$ cat src/rtl/sync_fifo_p.sv
// sync_fifo_p: single-clock FIFO with registered active-low status flags.
// Optional retransmit is built when FIFO_RETRANSMIT_EN is defined.
module sync_fifo_p #(
    parameter int WIDTH    = 9,
    parameter int DEPTH    = 512,
    parameter int AE_LEVEL = 4,
    parameter int AF_LEVEL = 4
) (
    input  logic                       CLK,
    input  logic                       RS_,
    input  logic [WIDTH-1:0]           D,
    input  logic                       W_,
    input  logic                       R_,
    input  logic                       RT_,
    output logic [WIDTH-1:0]           Q,
    output logic                       EF_,
    output logic                       FF_,
    output logic                       HF_,
    output logic                       AE_,
    output logic                       AF_,
    output logic [$clog2(DEPTH+1)-1:0] COUNT,
    output logic                       OVF,
    output logic                       UDF
);

    localparam int CW = $clog2(DEPTH + 1);
    localparam int AW = $clog2(DEPTH);

    localparam logic [AW-1:0] PTR_LAST = AW'(DEPTH - 1);
    localparam logic [CW-1:0] CNT_FULL = CW'(DEPTH);
    localparam logic [CW-1:0] CNT_HALF = CW'(DEPTH / 2);
    localparam logic [CW-1:0] CNT_AE   = CW'(AE_LEVEL);
    localparam logic [CW-1:0] CNT_AF   = CW'(DEPTH - AF_LEVEL);

    logic [WIDTH-1:0] mem [DEPTH];

    logic [AW-1:0] rptr;
    logic [AW-1:0] wptr;
    logic [AW-1:0] rptr_nxt;
    logic [AW-1:0] wptr_nxt;
    logic [CW-1:0] count_nxt;

    logic x_strobe;
    logic wr_ok;
    logic rd_ok;
    logic rt_ok;
    logic wr_rej;
    logic rd_rej;
    logic wr_wrap;

    // Unknown strobes are treated as idle so they cannot corrupt state.
`ifdef SYNTHESIS
    assign x_strobe = 1'b0;
`else
    assign x_strobe = $isunknown({W_, R_});
`endif

`ifdef FIFO_RETRANSMIT_EN
    logic wrap;

    assign rt_ok = ~RT_ & ~wrap & ~x_strobe;

    always_ff @(posedge CLK or negedge RS_) begin
        if (!RS_) begin
            wrap <= 1'b0;
        end else if (wr_wrap) begin
            wrap <= 1'b1;
        end
    end
`else
    logic unused_rt;

    assign unused_rt = RT_;
    assign rt_ok     = 1'b0;
`endif

    assign wr_ok   = ~W_ & FF_ & ~x_strobe;
    assign rd_ok   = ~R_ & EF_ & ~x_strobe & ~rt_ok;
    assign wr_rej  = ~W_ & ~FF_ & ~x_strobe;
    assign rd_rej  = ~R_ & ~EF_ & ~x_strobe & ~rt_ok;
    assign wr_wrap = wr_ok & (wptr == PTR_LAST);

    always_comb begin
        wptr_nxt  = wptr;
        rptr_nxt  = rptr;
        count_nxt = COUNT;
        if (wr_ok) begin
            wptr_nxt = wr_wrap ? '0 : wptr + 1'b1;
        end
        if (rd_ok) begin
            rptr_nxt = (rptr == PTR_LAST) ? '0 : rptr + 1'b1;
        end
        // A write that wraps wptr during retransmit means all DEPTH words are live.
        if (rt_ok) begin
            rptr_nxt  = '0;
            count_nxt = wr_wrap ? CNT_FULL : CW'(wptr_nxt);
        end else if (wr_ok && !rd_ok) begin
            count_nxt = COUNT + 1'b1;
        end else if (rd_ok && !wr_ok) begin
            count_nxt = COUNT - 1'b1;
        end
    end

    always_ff @(posedge CLK) begin
        if (wr_ok) begin
            mem[wptr] <= D;
        end
    end

    always_ff @(posedge CLK or negedge RS_) begin
        if (!RS_) begin
            rptr  <= '0;
            wptr  <= '0;
            COUNT <= '0;
            Q     <= '0;
            EF_   <= 1'b0;
            FF_   <= 1'b1;
            HF_   <= 1'b1;
            AE_   <= 1'b0;
            AF_   <= 1'b1;
            OVF   <= 1'b0;
            UDF   <= 1'b0;
        end else begin
            rptr  <= rptr_nxt;
            wptr  <= wptr_nxt;
            COUNT <= count_nxt;
            EF_   <= (count_nxt != '0);
            FF_   <= (count_nxt != CNT_FULL);
            HF_   <= (count_nxt <= CNT_HALF);
            AE_   <= (count_nxt > CNT_AE);
            AF_   <= (count_nxt < CNT_AF);
            if (rd_ok) begin
                Q <= mem[rptr];
            end
            if (wr_rej) begin
                OVF <= 1'b1;
            end
            if (rd_rej) begin
                UDF <= 1'b1;
            end
        end
    end

endmodule
$ cat config.mk
export PLATFORM = sky130hd
export DESIGN_NAME = sync_fifo_p
export DESIGN_NICKNAME = d
export VERILOG_FILES = /design/src/rtl/sync_fifo_p.sv
export SDC_FILE = /design/constraint.sdc
export NUM_CORES = 2
export LEC_CHECK = 0
export CORE_MARGIN = 5
export CORE_UTILIZATION = 57
export CTS_CLUSTER_DIAMETER = 60
export DETAILED_ROUTE_END_ITERATION = 12
export PLACE_DENSITY = 0.76
export SLEW_MARGIN = 20
export SYNTH_ARGS = -nofsm -noshare
export SYNTH_HDL_FRONTEND = slang
export SYNTH_MEMORY_MAX_BITS = 65536
export SYNTH_SLANG_ARGS = --single-unit
$ cat constraint.sdc
create_clock -name CLK -period 2.93 [get_ports CLK]
set_input_delay 0.586 -clock CLK [delete_from_list [all_inputs] [get_ports CLK]]
set_output_delay 0.586 -clock CLK [all_outputs]
set_load 0.02 [all_outputs]
# --- Word-level counts from Yosys, hierarchy flattened ---
# Memory sizes are Yosys's and may differ from the RTL's. A register that Yosys moved wholly into a read port is not among the register bits.
# Cells that the tools add are included.
totals:
  output_inout_bits: 26
  register_bits: 35
  ram_bits: 4608
  mem_count: 1
  in_bits: 14
  wordCells: 42
mem_list:
  columns: ["memory", "depth", "word_bits", "read_ports", "rd_ports_with_merged_regs", "wr", "line_no", "rtl"]
  rows:
  - ["mem", 512, 9, 1, 1, 1, "35", "logic [WIDTH-1:0] mem [DEPTH];"]
op_classes:
  reduce_logical: 6
  order_cmp: 3
  add_sub_neg: 4
  n_bitwise: 9
  muxes: 6
  n_eq_ne: 3
op_table:
  columns: ["cell", "n"]
  rows:
  - ["2-to-1 mux 10 bit", 2]
  - ["adder 9 x 1 -> 9 bit, second input constant", 2]
  - ["== test 9 bit, second input constant", 2]
  - ["2-to-1 mux 9 bit", 2]
  - ["adder 10 x 1 -> 10 bit, second input constant", 1]
  - ["greater-than comparator 10 x 3 -> 1 bit, second input constant", 1]
  - ["less-or-equal comparator 10 x 9 -> 1 bit, second input constant", 1]
  - ["< comparator 10 x 9 -> 1 bit, second input constant", 1]
  - ["!= test 10 bit, second input constant", 1]
  - ["nonzero test 10 bit", 1]
  - ["subtractor 10 x 1 -> 10 bit, second input constant", 1]
  - ["bitwise AND 1 bit", 5]
  - ["NOT 1 bit", 4]
  - ["logical NOT 1 bit", 3]
  - ["logical AND 1 bit", 2]
  - ["2-to-1 mux 1 bit", 2]

# --- Logic depth before layout (Yosys ltp) ---
depth:
  ltp_word: 7
  ltp_mapped: 14
  ltp_nobuf: 9

# --- Worst setup path before layout ---
# OpenSTA, ideal clock, no wires.
synth_timing:
  kind: "register to register"
  start: "register rptr[4]"
  end: "register rptr[7]"
  setup_ns: 0.110
  n_path_buf: 5
  t_arrival_ns: 2.638
  required_time_ns: 2.820
  stages_incl_launch_ff: 12
  slack_ns: 0.182
  period_less_slack_ns: 2.748
  path_cell_list: "dfrtp_1 -> clkbuf_1 -> inv_2 -> buf_2 -> buf_2 -> buf_1 -> clkbuf_1 -> nor2_1 -> ha_1 -> nor2_1 -> nand2_1 -> o41ai_1"
synth_via:
  elab_chain_cells: 2
  word_cells_on_any_way: 3
  cone_classes: "1 x add/sub; 1 x eq/ne; 1 x mux"
synth_rtl:
  columns: ["element", "line_no", "rtl"]
  rows:
  - ["start: declaration", "37", "logic [AW-1:0] rptr;"]
  - ["start signal: assignment", "124", "rptr <= rptr_nxt;"]
  - ["adder 9 x 1 -> 9 bit / == test 9 bit (equally long branches)", "91", "rptr_nxt = (rptr == PTR_LAST) ? '0 : rptr + 1'b1;"]
  - ["2-to-1 mux 9 bit (*)", "91", null]
# Every way passes the cells marked *; elsewhere a longest branch is shown, timed or not.
# A chain may end at the register's enable or synchronous reset.

==> key figures <==
Yosys
  • Synth Area in XOR/XNOR: 0.0581%
  • Synth warn: 0
  • Synth Flop Type: edfxtp_1
  • Mux contribution to synthesized area: 16.3%
  • Synth Area in Simple Gates: ~2.5%
  • Post-Synth Adder-Cell Area: less than 1%
  • Mapped Avg Cell Area: approximately 22 sq um
  • Yosys reg bits: 4,652
  • Synth Net Count: 8,344
  • Cells after Synth: 8,321
  • Yosys cell types: between 70 and 80
  • EDFF count, synth: 4,608
  • Largest family of logic cells by synthesized area: multiplexers
  • Synthesized cell area: 0.181 sq mm
  • Register area share after synthesis: 77.2%
  • Async SR Flop Fraction: less than 1%
  • Synth Area in Compound Gates: 2.20%

Worst setup path
  • Worst setup EP type: flop
  • Critical path launch point type: flop
  • Crit path max fanout: 7
  • CP arrival: approximately 4.3 ns
  • Slack of the worst reg-to-reg path: -0.51 ns
  • Crit Path Class: reg2reg
  • Reg2Reg Depth: 12
  • Worst Path Required: 3.78 ns

Finish
  • Share of post-route cells with drive strength above 1: between 30% and 40%
  • Number of fill cells: roughly 18,000
  • FF/Latch Area: 0.140 sq mm
  • Most frequent cells in the layout: edfxtp_1, buf_4, mux4_2
  • Most common cell after layout, fill and taps aside: edfxtp_1
  • Non-Filler Instances: around 15,000
  • Final Net Count: 10,067
  • Area occupied by multi-input gates: around 0.040 sq mm
  • Area Overhead vs Synth: 19.8%

Drt
  • First drt pass iteration count: 8
  • Mean routed wirelength per cell: 35.8 microns
  • Vias: 99,910
  • DRC errors left: 0
  • Final WL: 523 mm
  • Number of DRC markers in iteration 0: 17,376
  • DR vias/cell: 6.84
  • Antenna-violating nets left: 0

STA
  • Final period utilization: 117%
  • Max-slew violation count: 0
  • Clock skew: 0.107 ns
  • Setup violators final: 9
  • Final hold violations: 0
  • Slew of the pin with the lowest slew margin: approximately 1.2 ns
  • Slew headroom: 19.1%
  • Period minus WS final: 3.44 ns
  • Worst setup margin: -0.512 ns
  • RSZ-0062 raised after global routing: yes
  • Maximum clock rate: 291 MHz

Die
  • Row count: 206
  • Starting Density: 57.3%
  • I/O Pins: 40
  • Die X: 573 microns
  • Total die area: 0.328 sq mm
  • Die height: about 570 microns
  • Core ar.: 0.315 sq mm

Clock tree
  • Clock tree buffer depth: 4
  • Clock root cell: clkbuf_16
  • CTS tree: done
  • CTS H-tree lvls: 5
  • Sinks on Clock Net: about 4,700
  • CTS buffer count: approximately 450
  • Clock-pin slew on the worst setup and hold paths: 0.07 ns
  • Clock Latency Late Sink: between 1 and 1.5 ns

Outcome
  • Outcome: complete, but fails checks
  • Failing checks: negative setup slack

GRT
  • Gr usage total: 31.3%
  • First-pass GRT wire length: 741 mm
  • Antenna violations before repair: 24
  • Pin count of the biggest net entering global routing: 130
  • Vias in the first global route: between 100k and 150k
  • Grt ovf: 0

Flow run
  • Max cap viols: 0

Min path
  • Min-Delay Path Depth: 1
  • Hold/Removal Path Class: in2reg

Power and ir drop
  • Power after layout: 180 mW
  • Maximum vdd drop: 610 uV
  • Pwr dens: 832 mW/mm^2
  • Pleak: 71.5 nW

Placed design
  • Dpl hpwl: between 300 and 400 mm
  • Count of port buffers added during placement: 38
  • Placed Instances: 13,629
  • Routability-driven placement congestion ratio: 0.903
==> cell usage after synthesis (all sizes together) (48+ instances only) <==
| cell type | number | area [sq um] |
|---|---|---|
| mux2i | 287 | 2870 |
| clkbuf | 217 | 815 |
| o21ai | 48 | 240 |
| nand3 | 61 | 305 |
| edfxtp | 4608 | 138000 |
| o221ai | 54 | 473 |
| a21oi | 87 | 435 |
| mux4 | 1171 | 26400 |
| o22ai | 59 | 369 |
| nand2 | 258 | 968 |
| buf | 301 | 2140 |
| nor2 | 584 | 2190 |
| a22oi | 63 | 473 |
==> timing repair <==
action | in CTS | in global routing
endpoints found under the hold margin | 50 | 0
pin swaps | 39 | 27
endpoints found under the setup margin | 11 | 13
hold buffers | 3 | 0
gates resized for setup | 201 | 92
gates cloned | 20 | 4
setup buffers | 67 | 40
==> layer usage <==
metal	vias up	wire (microns)	track usage [%]
li1	38365	-	-
met1	51175	169000	41.9
met2	8735	246000	48.1
met3	1621	74400	8.25
met4	14	33100	16.4
met5	-	106	0
==> area by class of cell <==
type | instances | share of cell area (%)
multi-input cells | 3138 | 18.3
diodes | 13 | 0.0150
clock buffers | 512 | 5.32
flip-flops and latches | 4652 | 64.4
repair buffers | 1792 | 7.96
clock inverters | 329 | 1.58
well taps | 4160 | 2.40
inverters | 13 | 0.0306
==> power breakdown <==
group	total (mW)	internal [mW]	leakage [nW]	switching (mW)
clock	58.9	33.2	7.29	25.7
sequential	74.3	73.6	41.9	0.652
combinational	47.0	19.8	22.3	27.2
total	180	127	71.5	53.5
==> path summary, 6_finish.rpt <==
| kind | startpoint | endpoint |
|---|---|---|
| setup / recovery | rptr[0] | Q[1] |
| hold / removal | D[7] | mem[188][7] |
| setup reg to reg | rptr[0] | Q[1] |
| hold reg to reg | OVF | OVF |
| max in group asynchronous | RS_ | FF_ |
| min in group asynchronous | RS_ | COUNT[3] |
==> flip-flops by register name, indices dropped and copies added (netlist names) <==
name	flops
Q	9
EF_	1
OVF	1
rptr	9
COUNT	10
AF_	1
AE_	1
FF_	1
UDF	1
mem	4608
HF_	1
wptr	9
==> worst max-delay path, cell delays in order, from the launching register on <==
cell,delay [ns]
dfrtp_4,0.44
buf_12,0.18
buf_4,0.16
clkbuf_16,0.14
buf_4,0.15
mux4_2,0.56
nor2b_1,0.16
a211oi_1,0.32
buf_4,0.18
a311oi_1,0.10
o41ai_2,0.47
a221oi_4,0.14
a211o_1,0.29
==> cell families after synthesis <==
group | count (synthesis)
AO/OA/AOI/OAI | 556
XOR/XNOR | 12
flip-flops | 4652
adder cells (fa/ha/maj) | 9
buffers and inverters | 531
multiplexers | 1484
AND/OR/NAND/NOR | 1077
==> through the flow <==
step           hold WS [ns]  cell area (sq um)  setup WS [ns]  utilization, %  setup TNS, ns
6_report             0.0508             217000         -0.512            68.6          -3.82
2_1_floorplan         0.290             181000          0.182               -              0
4_1_cts             0.00585             216000         -0.378            68.4          -3.07
3_5_place_dp          0.461             198000          -1.03            62.9          -7.99
5_1_grt              0.0498             217000         -0.512            68.6          -3.89
3_3_place_gp          0.458             198000          -1.20            62.9          -7.90
(Power assumes the default switching activity.)
